$ cat config.mk
export PLATFORM = sky130hd
export DESIGN_NAME = multiport_split_arbiter
export DESIGN_NICKNAME = d
export VERILOG_FILES = /design/src/rtl/multiport_arb_pkg.sv /design/src/rtl/multiport_word_split.sv /design/src/rtl/multiport_split_arbiter.sv
export SDC_FILE = /design/constraint.sdc
export NUM_CORES = 1
export LEC_CHECK = 0
export ABC_CLOCK_PERIOD_IN_PS = 4000
export CORE_UTILIZATION = 45
export DETAILED_ROUTE_END_ITERATION = 16
export GPL_TIMING_DRIVEN = 0
export PLACE_DENSITY = 0.77
export SLEW_MARGIN = 20
export SYNTH_ARGS = -nofsm -noshare
export SYNTH_HDL_FRONTEND = slang
export SYNTH_SLANG_ARGS = --single-unit
$ cat constraint.sdc
create_clock -name clk -period 4 [get_ports clk]
set_input_delay 0.8 -clock clk [delete_from_list [all_inputs] [get_ports clk]]
set_output_delay 0.8 -clock clk [all_outputs]
set_load 0.01 [all_outputs]
$ cat src/rtl/multiport_arb_pkg.sv
// Shared constants for the two-requester split arbiter: response buffer states
// and requester identifiers.
package multiport_arb_pkg;

  localparam logic [0:0] ST_EMPTY = 1'b0;
  localparam logic [0:0] ST_FULL  = 1'b1;

  localparam logic REQ_ID0 = 1'b0;
  localparam logic REQ_ID1 = 1'b1;

endpackage

$ cat src/rtl/multiport_word_split.sv
// Combinational field splitter: low bit to c, remaining high bits to d.
module multiport_word_split #(
  parameter int WIDTH = 8
) (
  input  logic [WIDTH-1:0] word_i,
  output logic             c_o,
  output logic [WIDTH-2:0] d_o
);

  assign c_o = word_i[0];
  assign d_o = word_i[WIDTH-1:1];

endmodule

$ cat src/rtl/multiport_split_arbiter.sv
// Round-robin arbiter sharing one word splitter between two requesters, with a
// one-entry registered response buffer and saturating per-requester grant counters.
module multiport_split_arbiter
  import multiport_arb_pkg::*;
#(
  parameter int WIDTH = 8,
  parameter int CNT_W = 16
) (
  input  logic             clk,
  input  logic             rst_n,
  input  logic             req0_valid,
  output logic             req0_ready,
  input  logic [WIDTH-1:0] req0_data,
  input  logic             req1_valid,
  output logic             req1_ready,
  input  logic [WIDTH-1:0] req1_data,
  output logic             rsp_valid,
  input  logic             rsp_ready,
  output logic             rsp_id,
  output logic             rsp_c,
  output logic [WIDTH-2:0] rsp_d,
  output logic [CNT_W-1:0] grant0_cnt,
  output logic [CNT_W-1:0] grant1_cnt
);

  logic [0:0]       state_q, state_d;
  logic             rr_last_q, rr_last_d;
  logic             rsp_id_q, rsp_id_d;
  logic             rsp_c_q, rsp_c_d;
  logic [WIDTH-2:0] rsp_d_q, rsp_d_d;
  logic [CNT_W-1:0] cnt0_q, cnt0_d;
  logic [CNT_W-1:0] cnt1_q, cnt1_d;

  logic             can_accept;
  logic             grant0, grant1;
  logic             acc0, acc1, accept, pop;
  logic [WIDTH-1:0] sel_word;
  logic             split_c;
  logic [WIDTH-2:0] split_d;

  // A pop in the same cycle frees the buffer, so a new word can land without a bubble.
  assign can_accept = (state_q == ST_EMPTY) | rsp_ready;

  // On a conflict the requester that did not win last time gets the grant.
  assign grant0 = req0_valid & (~req1_valid | (rr_last_q == REQ_ID1));
  assign grant1 = req1_valid & (~req0_valid | (rr_last_q == REQ_ID0));

  assign req0_ready = can_accept & grant0;
  assign req1_ready = can_accept & grant1;

  assign acc0   = req0_valid & req0_ready;
  assign acc1   = req1_valid & req1_ready;
  assign accept = acc0 | acc1;
  assign pop    = (state_q == ST_FULL) & rsp_ready;

  assign sel_word = acc1 ? req1_data : req0_data;

  multiport_word_split #(
    .WIDTH (WIDTH)
  ) u_split (
    .word_i (sel_word),
    .c_o    (split_c),
    .d_o    (split_d)
  );

  always_comb begin
    state_d   = state_q;
    rr_last_d = rr_last_q;
    rsp_id_d  = rsp_id_q;
    rsp_c_d   = rsp_c_q;
    rsp_d_d   = rsp_d_q;
    cnt0_d    = cnt0_q;
    cnt1_d    = cnt1_q;

    if (accept) begin
      state_d   = ST_FULL;
      rr_last_d = acc1 ? REQ_ID1 : REQ_ID0;
      rsp_id_d  = acc1 ? REQ_ID1 : REQ_ID0;
      rsp_c_d   = split_c;
      rsp_d_d   = split_d;
    end else if (pop) begin
      state_d = ST_EMPTY;
    end

    if (acc0 && (cnt0_q != {CNT_W{1'b1}})) begin
      cnt0_d = cnt0_q + 1'b1;
    end
    if (acc1 && (cnt1_q != {CNT_W{1'b1}})) begin
      cnt1_d = cnt1_q + 1'b1;
    end
  end

  always_ff @(posedge clk or negedge rst_n) begin
    if (!rst_n) begin
      state_q   <= ST_EMPTY;
      rr_last_q <= REQ_ID1;
      rsp_id_q  <= REQ_ID0;
      rsp_c_q   <= 1'b0;
      rsp_d_q   <= '0;
      cnt0_q    <= '0;
      cnt1_q    <= '0;
    end else begin
      state_q   <= state_d;
      rr_last_q <= rr_last_d;
      rsp_id_q  <= rsp_id_d;
      rsp_c_q   <= rsp_c_d;
      rsp_d_q   <= rsp_d_d;
      cnt0_q    <= cnt0_d;
      cnt1_q    <= cnt1_d;
    end
  end

  assign rsp_valid  = (state_q == ST_FULL);
  assign rsp_id     = rsp_id_q;
  assign rsp_c      = rsp_c_q;
  assign rsp_d      = rsp_d_q;
  assign grant0_cnt = cnt0_q;
  assign grant1_cnt = cnt1_q;

endmodule

==> impl_metrics.csv, run 1 <==
group,metric,value,unit
outcome,run_status,"finished with violations",
outcome,violations,"design-rule violations",
yosys,ys_warn_count,0,
global_routing,grt_pass1_wl,8070,µm
clock_tree,clk_latency,300,ps
global_routing,grt_pass1_vias,1753,
clock_tree,numCtsBuffers,5,
yosys,synthesis.area,2150,µm²
finish,drive_gt1_share,9.16,%
floorplanning,die_height,71.1,µm
clock_tree,clk_pin_slew,80,ps
worst_setup_path,start_kind,"input port",
global_routing,grt_max_degree,27,
finish,fin_nets,295,
yosys,synthFlopType,"dfrtp_1",
global_routing,grt_overflow,0,
pwr,p_leak,1.42,nW
worst_setup_path,crit_type,"input port to output pin",
detailed_routing,dr.pass1.iters,12,
detailed_routing,num_vias,1782,
floorplanning,num_rows,24,
pwr,p_int,888,µW
clock_tree,cts_hold_buf,0,
place,io_buffers,63,
floorplanning,initial_core_util,48.0,%
worst_setup_path,crit_fanout,10,
detailed_routing,drtIter0Drc,71,
sta,fmax,309,MHz
yosys,ys_types,36,
place,dp_hpwl,3470,µm
clock_tree,cts.repair.resized,0,
floorplanning,core-area,4470,µm²
clock_tree,ctsHtreeMaxLevel,2,
clock_tree,post-cts-setup-buffers,0,
yosys,synth_cells,201,
place,gp_congestion,0.788,
pwr,power,1.34,mW
yosys,ys_seq_area_share,50.1,%
finish,fin_util,65.8,%
pwr,clkPwrFrac,20.0,%
clock_tree,cts_root_buffer,"clkbuf_8",
pwr,ir_worst_vdd,367,µV
clock_tree,tritoncts,"built",
floorplanning,fp.dieW,71.1,µm
floorplanning,num_io_pins,65,
finish,antenna_cells,0,
sta,final_hold_viol_count,0,
sta,min_period,3240,ps
pwr,comb_power_share,33.7,%
sta,relSlewSlack,59.7,%
sta,slew_viol_final,0,
clock_tree,clock_sinks,43,
worst_setup_path,crit_required,3200,ps
finish,syn2layout_area_growth,37.0,%
global_routing,antenna_found_initial,0,
pwr,switching_power,451,µW
yosys,synth-edff-count,0,
detailed_routing,wl,4710,µm
yosys,ys_seq_elements,43,
sta,tightest_slew,600,ps
detailed_routing,drc_errors,3,
yosys,synthesis.nets,224,
yosys,synth.avg_cell_area,10.7,µm²
sta,setup_viol_count_final,0,
hold_path,hold_path.class,"input port to async pin",
pwr,p_seq_share,46.3,%
sta,period_share,81.0,%
pwr,switching_share,33.7,%
detailed_routing,viasPerCell,5.48,
yosys,synthArstFlopShare,100,%
sta,fin_tns_setup,0,ps
detailed_routing,wire_per_inst,14.5,µm
worst_setup_path,cp-end-kind,"output pin",
floorplanning,design.die.area,5050,µm²
sta,skew,7.57,ps
detailed_routing,antenna_left,0,
pwr,powerDensity,455,nW/µm²
global_routing,grt_usage,20.5,%
flow_run,drv_cap,0,
clock_tree,clock_path_buffers,2,
worst_setup_path,cp.arrival,2440,ps
sta,grt_setup_unrepaired,"no",
[layout by cell type, fill, tap and decap left out, types with 2 or more instances in the layout]
| cell type | n |
|---|---|
| clkdlybuf4s50_1 | 62 |
| dfrtp_1 | 42 |
| nand2_1 | 22 |
| xor2_1 | 22 |
| nor3_1 | 13 |
| nand4_1 | 12 |
| mux2i_1 | 9 |
| o21ai_0 | 9 |
| nand3_1 | 7 |
| inv_1 | 7 |
| nor2_1 | 6 |
| a21oi_1 | 6 |
| nor4_1 | 6 |
| clkbuf_8 | 5 |
| and3_1 | 4 |
| and4_1 | 3 |
| clkinv_2 | 3 |
| clkbuf_1 | 2 |
| nand2b_1 | 2 |
| buf_4 | 2 |
| nand4_4 | 2 |
| nor4_4 | 2 |
| nor2_2 | 2 |
| buf_2 | 2 |
| mux2_4 | 2 |
| or2_1 | 2 |
| nor3b_1 | 2 |
| a31oi_1 | 2 |
| ha_1 | 2 |
[flip-flops by register name, indices dropped and copies added (netlist names)]
| register | cells |
|---|---|
| rsp_valid | 1 |
| rsp_id | 1 |
| rr_last_q | 1 |
| grant1_cnt | 16 |
| rsp_c | 1 |
| rsp_d | 7 |
| grant0_cnt | 16 |
[final cells by class]
type / count / area, µm²
fillers: 378 / 1530
multi-input cells: 146 / 1020
well taps: 52 / 65.1
plain buffers: 5 / 27.5
inverters: 7 / 26.3
clock buffers: 5 / 68.8
flip-flops and latches: 43 / 1080
clock inverters: 3 / 15.0
repair buffers: 64 / 646
[cell usage after synthesis, types with 3 or more instances]
library cell | n | area [µm²]
dfrtp_1 | 42 | 1050
inv_1 | 7 | 26.3
xor2_1 | 22 | 193
and4_1 | 3 | 26.3
nor2_1 | 6 | 22.5
mux2i_1 | 9 | 90.1
nand2_1 | 22 | 82.6
nor3_1 | 13 | 65.1
nand3_1 | 7 | 35.0
nand4_1 | 12 | 75.1
and3_1 | 4 | 25.0
a21oi_1 | 6 | 30.0
o21ai_0 | 9 | 45.0
nor4_1 | 6 | 37.5
[path summary, 6_finish.rpt]
kind	from	end	slack, ps	cells after the start
setup / recovery	rsp_ready	req0_ready	760	6
hold / removal	rst_n	grant0_cnt[11]	430	1
setup reg to reg	grant0_cnt[0]	grant0_cnt[1]	2200	5
hold reg to reg	rsp_d[0]	rsp_d[0]	480	2
max in group asynchronous	rst_n	rr_last_q	3020	2
min in group clk	rsp_d[0]	rsp_d[0]	480	2
[power groups by stage]
stage	Clock [mW]	Sequential [mW]	Combinational, mW
2_1_floorplan	0	0.647	0.177
3_3_place_gp	0	0.625	0.435
3_5_place_dp	0	0.626	0.453
4_1_cts	0.273	0.619	0.456
5_1_grt	0.297	0.634	0.490
6_report	0.268	0.621	0.451
[metrics by stage]
step | cell area (µm²) | setup slack (ps) | hold slack, ps | instances
floorplan | 2150 | 1650 | 504 | 201
global placement | 2840 | 791 | 461 | 316
detailed placement | 2860 | 785 | 470 | 317
CTS | 2940 | 773 | 441 | 325
global route | 2940 | 686 | 455 | 325
finish | 2940 | 762 | 430 | 325
[logic make-up after synthesis]
kind of cell | Yosys count | share of synthesized area [%]
AOI/OAI and AO/OA | 21 | 5.53
adders and majority gates | 2 | 1.16
muxes | 12 | 6.12
buffers and inverters | 12 | 2.50
DFF | 43 | 50.1
xor gates and xnor gates | 23 | 9.38
and+or+nand+nor | 88 | 25.2
[worst max-delay path: stages]
cell and delay, ps:
clkdlybuf4s50_1 440, nand2b_1 200, buf_4 210, nand3_1 150, inv_1 110, clkdlybuf4s50_1 540
[layer usage]
metal,track usage [%],wire length [µm]
met1,26.6,2120
met2,32.7,2240
met3,6.98,305
met4,5.78,48
met5,0,0
Power figures use the tool's default switching activity.
==> inputs of run 2 (changes only) <==
--- a/config.mk
+++ b/config.mk
@@ -5,7 +5,7 @@
 export SDC_FILE = /design/constraint.sdc
 export NUM_CORES = 1
 export LEC_CHECK = 0
-export ABC_CLOCK_PERIOD_IN_PS = 4000
+export ABC_CLOCK_PERIOD_IN_PS = 3200
 export CORE_UTILIZATION = 45
 export DETAILED_ROUTE_END_ITERATION = 16
 export GPL_TIMING_DRIVEN = 0
==> constraint.sdc (replaced) <==
create_clock -name clk -period 3.2 [get_ports clk]
set_input_delay 0.64 -clock clk [delete_from_list [all_inputs] [get_ports clk]]
set_output_delay 0.64 -clock clk [all_outputs]
set_load 0.01 [all_outputs]
==> results of run 2 <==
Same layout as run 1 (identical final DEF). Status: finished with violations: design-rule violations.
Main changes from that run: setup slack after placement 785 ps -> 305 ps; setup slack after layout 762 ps -> 282 ps; hold slack 430 ps -> 270 ps; register-to-register setup slack 2200 ps -> 1400 ps; total power 1.34 mW -> 1.67 mW; worst IR drop on VDD 367 µV -> 459 µV
==> inputs of run 3 (changes only) <==
--- a/config.mk
+++ b/config.mk
@@ -5,11 +5,12 @@
 export SDC_FILE = /design/constraint.sdc
 export NUM_CORES = 1
 export LEC_CHECK = 0
-export ABC_CLOCK_PERIOD_IN_PS = 3200
+export ABC_CLOCK_PERIOD_IN_PS = 3450
 export CORE_UTILIZATION = 45
 export DETAILED_ROUTE_END_ITERATION = 16
 export GPL_TIMING_DRIVEN = 0
 export PLACE_DENSITY = 0.77
+export SKIP_LAST_GASP = 1
 export SLEW_MARGIN = 20
 export SYNTH_ARGS = -nofsm -noshare
 export SYNTH_HDL_FRONTEND = slang
==> constraint.sdc (replaced) <==
create_clock -name clk -period 3.45 [get_ports clk]
set_input_delay 0.69 -clock clk [delete_from_list [all_inputs] [get_ports clk]]
set_output_delay 0.69 -clock clk [all_outputs]
set_load 0.01 [all_outputs]
==> results of run 3 <==
Same layout as run 1 (identical final DEF). Status: finished with violations: design-rule violations.
Main changes from that run: setup slack after placement 785 ps -> 455 ps; setup slack after layout 762 ps -> 432 ps; hold slack 430 ps -> 320 ps; register-to-register setup slack 2200 ps -> 1650 ps; total power 1.34 mW -> 1.55 mW; worst IR drop on VDD 367 µV -> 426 µV
